$ cat config.mk
export PLATFORM = sky130hd
export DESIGN_NAME = and8_rr_arbiter
export DESIGN_NICKNAME = d
export VERILOG_FILES = /design/src/rtl/and8_rr_arbiter.sv
export SDC_FILE = /design/constraint.sdc
export NUM_CORES = 1
export LEC_CHECK = 0
export BUFFER_PORTS_ARGS = -buffer_cell sky130_fd_sc_hd__buf_2
export CAP_MARGIN = 40
export CORE_MARGIN = 1
export CORE_UTILIZATION = 30
export DETAILED_ROUTE_END_ITERATION = 12
export GPL_TIMING_DRIVEN = 0
export PLACE_DENSITY = 0.55
export SYNTH_ARGS = -nofsm -noshare
export SYNTH_HDL_FRONTEND = slang
export SYNTH_SLANG_ARGS = --single-unit
$ cat constraint.sdc
create_clock -name clk -period 2.9 [get_ports clk]
set_input_delay 0.435 -clock clk [delete_from_list [all_inputs] [get_ports clk]]
set_output_delay 0.435 -clock clk [all_outputs]
set_load 0.02 [all_outputs]
$ cat src/rtl/and8_rr_arbiter.sv
// Round-robin arbiter that time-shares one 8-bit AND bank among NREQ
// requesters and presents each result on a registered valid/ready channel
// tagged with the index of the requester that produced it.

// Shared datapath: plain 8-bit bitwise AND.
module and8_gate (
   input  logic [7:0] a,
   input  logic [7:0] b,
   output logic [7:0] y
);

   assign y = a & b;

endmodule

// state   | meaning
// --------+------------------------------------------------------------
// S_EMPTY | no result held; out_valid=0; a new grant may be issued
// S_FULL  | result held on out/out_id; out_valid=1; grant only on a pop
module and8_rr_arbiter #(
   parameter int NREQ = 4,
   parameter int IDW  = 2
) (
   input  logic              clk,
   input  logic              reset,
   input  logic [NREQ-1:0]   req,
   input  logic [8*NREQ-1:0] in1_bus,
   input  logic [8*NREQ-1:0] in2_bus,
   output logic [NREQ-1:0]   gnt,
   output logic [7:0]        out,
   output logic [IDW-1:0]    out_id,
   output logic              out_valid,
   input  logic              out_ready
);

   typedef enum logic {
      S_EMPTY = 1'b0,
      S_FULL  = 1'b1
   } state_t;

   state_t         state;
   state_t         state_nxt;
   logic [IDW-1:0] ptr;
   logic [IDW-1:0] ptr_nxt;
   logic [IDW-1:0] gnt_idx;
   logic           gnt_any;
   logic           accept;
   logic           grant;
   logic [7:0]     op_a;
   logic [7:0]     op_b;
   logic [7:0]     and_y;

   assign out_valid = (state == S_FULL);
   assign accept    = (state == S_EMPTY) || (out_valid && out_ready);
   assign grant     = accept && gnt_any && !reset;

   // Pick the first requester at or after ptr (wrapping) and steer its operands.
   always_comb begin
      gnt_any = 1'b0;
      gnt_idx = '0;
      op_a    = '0;
      op_b    = '0;
      for (int d = 0; d < NREQ; d++) begin
         for (int k = 0; k < NREQ; k++) begin
            if (!gnt_any && req[k] && (((int'(ptr) + d) % NREQ) == k)) begin
               gnt_any = 1'b1;
               gnt_idx = IDW'(k);
               op_a    = in1_bus[8*k +: 8];
               op_b    = in2_bus[8*k +: 8];
            end
         end
      end
   end

   // One-hot grant, suppressed when the output slot cannot take a result.
   always_comb begin
      gnt = '0;
      for (int k = 0; k < NREQ; k++) begin
         gnt[k] = grant && (gnt_idx == IDW'(k));
      end
   end

   and8_gate u_and8 (
      .a (op_a),
      .b (op_b),
      .y (and_y)
   );

   // Next state and pointer; a pop with a simultaneous grant stays FULL.
   always_comb begin
      state_nxt = state;
      ptr_nxt   = ptr;
      if (grant) begin
         state_nxt = S_FULL;
         ptr_nxt   = (gnt_idx == IDW'(NREQ - 1)) ? '0 : gnt_idx + 1'b1;
      end else if (accept) begin
         state_nxt = S_EMPTY;
      end
   end

   // State, pointer and result registers; result only loads on a grant.
   always_ff @(posedge clk) begin
      if (reset) begin
         state  <= S_EMPTY;
         ptr    <= '0;
         out    <= 8'h00;
         out_id <= '0;
      end else begin
         state <= state_nxt;
         ptr   <= ptr_nxt;
         if (grant) begin
            out    <= and_y;
            out_id <= gnt_idx;
         end
      end
   end

endmodule
==> reports/qor.tcl <==
set qor(status) {complete, no violations}
set qor(finalCoreUtilization_pct) 39.0
set qor(chipWidth_um) 94.5
set qor(timing.final.max_slew_violations) 0
set qor(finalWirelength_um) 12400
set qor(synth_top_cells_by_area) {sky130_fd_sc_hd__dfxtp_1 (10%), sky130_fd_sc_hd__nand2_1 (8.3%), sky130_fd_sc_hd__a21oi_1 (6.4%), sky130_fd_sc_hd__nand3_1 (5.1%), sky130_fd_sc_hd__o21ai_0 (4.3%)}
set qor(power.total_mw) 1.05
set qor(pre_cts_slack_ns) -0.0624
set qor(cts_root_buffer_type) {sky130_fd_sc_hd__clkbuf_8}
set qor(cts_inserted_buffers) 3
set qor(post_synthesis_cell_area_um2) 2570
set qor(rsz_0062_raised_after_global_routing) {no}
set qor(final_cells) 589
set qor(htree_num_levels) 1
set qor(grt_antenna_before_repair) 0
set qor(core-area_um2) 8260
set qor(fillers) 925
set qor(place_hpwl_um) 9630
set qor(timing.slew.headroom_pct) 39.5
set qor(synth_top_area_cell) {sky130_fd_sc_hd__dfxtp_1}
set qor(finalSetupViolations) 0
set qor(layout_worst_path_cycle_share_pct) 94.5
set qor(nets_in_the_synthesized_netlist) 469
set qor(post_synth.cell_area_avg_um2) 6.52
set qor(synth_seq_area_share_pct) 10.1
set qor(num_antenna_cells) 0
set qor(drtPass1Iterations) 5
set qor(fin_tns_setup_ns) 0
set qor(maxCapViolCount) 0
set qor(cts_sinks) 13
set qor(cellLeakagePower_nw) 1.33
set qor(ir_drop_mv) 0.128
set qor(tritoncts) {yes}
set qor(dr_total_vias) 3786
set qor(clk_latency_ns) 0.26
set qor(power.density_nw_per_um2) 325
set qor(cp-start-kind) {primary input}
set qor(post_route_cells_drive_above_1_share_pct) 26.7
set qor(worstPathArrival_ns) 2.31
set qor(yosys.area.top_type_share_pct) 10.1
set qor(vias_per_cell) 6.43
set qor(timing.clock.skew_ns) 0.00173
set qor(start_util_pct) 31.1
set qor(holdWs_ns) 0.454
set qor(grt_start_max_net_pins) 20
set qor(crit_path_kind) {in -> out}
set qor(ctsLongestPathBuffers) 2
set qor(mostFrequentLayoutCell) {sky130_fd_sc_hd__buf_2}
set qor(drc_violations_left) 0
set qor(synth_async_sr_flop_share_pct) 0
set qor(die_y_um) 94.5
set qor(avgRoutedWirePerCell_um) 21.0
set qor(dieArea_um2) 8930
set qor(cts_hold_buffers) 0
set qor(first_global_vias) 3612
set qor(area_after_dpl_um2) 3140
set qor(placement_rows) 33
set qor(placed_cells) 586
set qor(count_of_different_cell_masters_after_synthesis) 69
set qor(layout.nets) 560
set qor(critical_path_peak_fanout) 10
set qor(syn-instance-count) 394
set qor(drt_iter0_markers) 378
set qor(top_level_ports) 86
set qor(cp.required_ns) 2.47
set qor(clk_pin_slew_worst_paths_ns) 0.07
set qor(synth-edff-count) 0
set qor(synth.ff_latch_count) 13
set qor(worstSetupEndpointType) {output port}
set qor(antenna_nets_post_route) 0
set qor(timing.final.crit_period_ns) 2.74
set qor(post-route-worst-setup-slack_ns) 0.159
set qor(finalHoldViolCount) 0
set qor(grt_pass1_wl_um) 19300
set qor(tightest_slew_ns) 0.906
set qor(globalplace.congestion) 1.01
set qor(layout-area-overhead-vs-synth_pct) 25.4
set qor(overflow) 0
set qor(synth_warnings) 0
set qor(hp-class) {reg -> reg}
set qor(fmax_ghz) 0.365
set qor(mostFrequentLayoutCells) {sky130_fd_sc_hd__buf_2 (95), sky130_fd_sc_hd__nand2_1 (57), sky130_fd_sc_hd__a21oi_1 (32)}
set qor(grt_usage_pct) 28.2
set qor(postSynth.topFlopCell) {sky130_fd_sc_hd__dfxtp_1}
set qor(port_buffers) 84
set qor(final_std_cell_area_no_fill_um2) 3220
==> metal layers <==
layer  up-vias  routed length (um)  share of wire [%]  global-route usage [%]
li1       1712                   -                  -                       -
met4         0                 403                3.3                    9.72
met2       264                5380                 43                    46.1
met1      1764                5360                 43                    37.8
met3        46                1240                 10                    3.78
met5         -                   0                  0                       0
==> report_power, final <==
group	internal (mW)	switching, mW	total [mW]
Sequential	0.199	0.0111	0.210
Combinational	0.245	0.406	0.651
Clock	0.0978	0.0894	0.187
==> path summary, 6_finish.rpt <==
path                     to      start  cells past startpoint  slack [ns]
setup / recovery     gnt[2]     req[3]                     10        0.16
hold reg to reg   out_id[1]  out_id[1]                      2        0.45
hold / removal    out_id[1]  out_id[1]                      2        0.45
setup reg to reg     out[2]     ptr[1]                      8        0.19
==> cell usage after synthesis, drive strengths merged, types with 3 or more instances <==
cell type,n
nand2,57
a21oi,33
nand3,26
nor2,26
o21ai,23
buf,18
clkbuf,14
dfxtp,13
o22ai,12
a211oi,11
nor2b,10
a31oi,9
inv,9
nand2b,8
nor3,8
a221oi,7
and2,7
and3,7
or3b,7
nand3b,5
a2111oi,4
a221o,4
a32o,4
a32oi,4
ha,4
o221ai,4
or3,4
a222oi,3
a22oi,3
a311o,3
mux2i,3
nor4,3
==> critical path: stages <==
cell and delay (ns):
sky130_fd_sc_hd__buf_2 0.14, sky130_fd_sc_hd__buf_2 0.24, sky130_fd_sc_hd__clkbuf_4 0.28, sky130_fd_sc_hd__buf_2 0.27
sky130_fd_sc_hd__o21ai_0 0.14, sky130_fd_sc_hd__nor2_2 0.23, sky130_fd_sc_hd__inv_1 0.10, sky130_fd_sc_hd__ha_1 0.20
sky130_fd_sc_hd__and2_1 0.13, sky130_fd_sc_hd__buf_2 0.15
==> cell type report <==
type / instances / area [um2] / share of cell area (%)
well taps: 105 / 131 / 4.08
plain buffers: 30 / 163 / 5.05
multi-input cells: 340 / 2140 / 66.3
repair buffers: 88 / 450 / 14.0
flip-flops and latches: 13 / 260 / 8.08
inverters: 9 / 33.8 / 1.05
clock buffers: 4 / 45.0 / 1.40
==> state kept, by name, summed over array words and instances (netlist names) <==
signal     cells
out            8
ptr            2
out_valid      1
out_id         2
==> cells by family (layout without fill, tap and decap cells) <==
family / after synthesis / count (layout) / synth area share, %
adder cells (fa/ha/maj): 4 / 4 / 1.95
flip-flops: 13 / 13 / 10.1
AO/OA/AOI/OAI: 148 / 148 / 40.6
buffers and inverters: 41 / 131 / 7.11
AND/OR/NAND/NOR: 185 / 185 / 39.0
multiplexers: 3 / 3 / 1.17
==> timing repair <==
action / in CTS / in global routing
pin swaps: 0 / 2
buffers inserted: 0 / 1
endpoints found under the setup margin: 4 / 4
endpoints found under the hold margin: 0 / 0
gates resized for setup: 5 / 12
gates cloned: 0 / 0
Power figures use the tool's default switching activity.
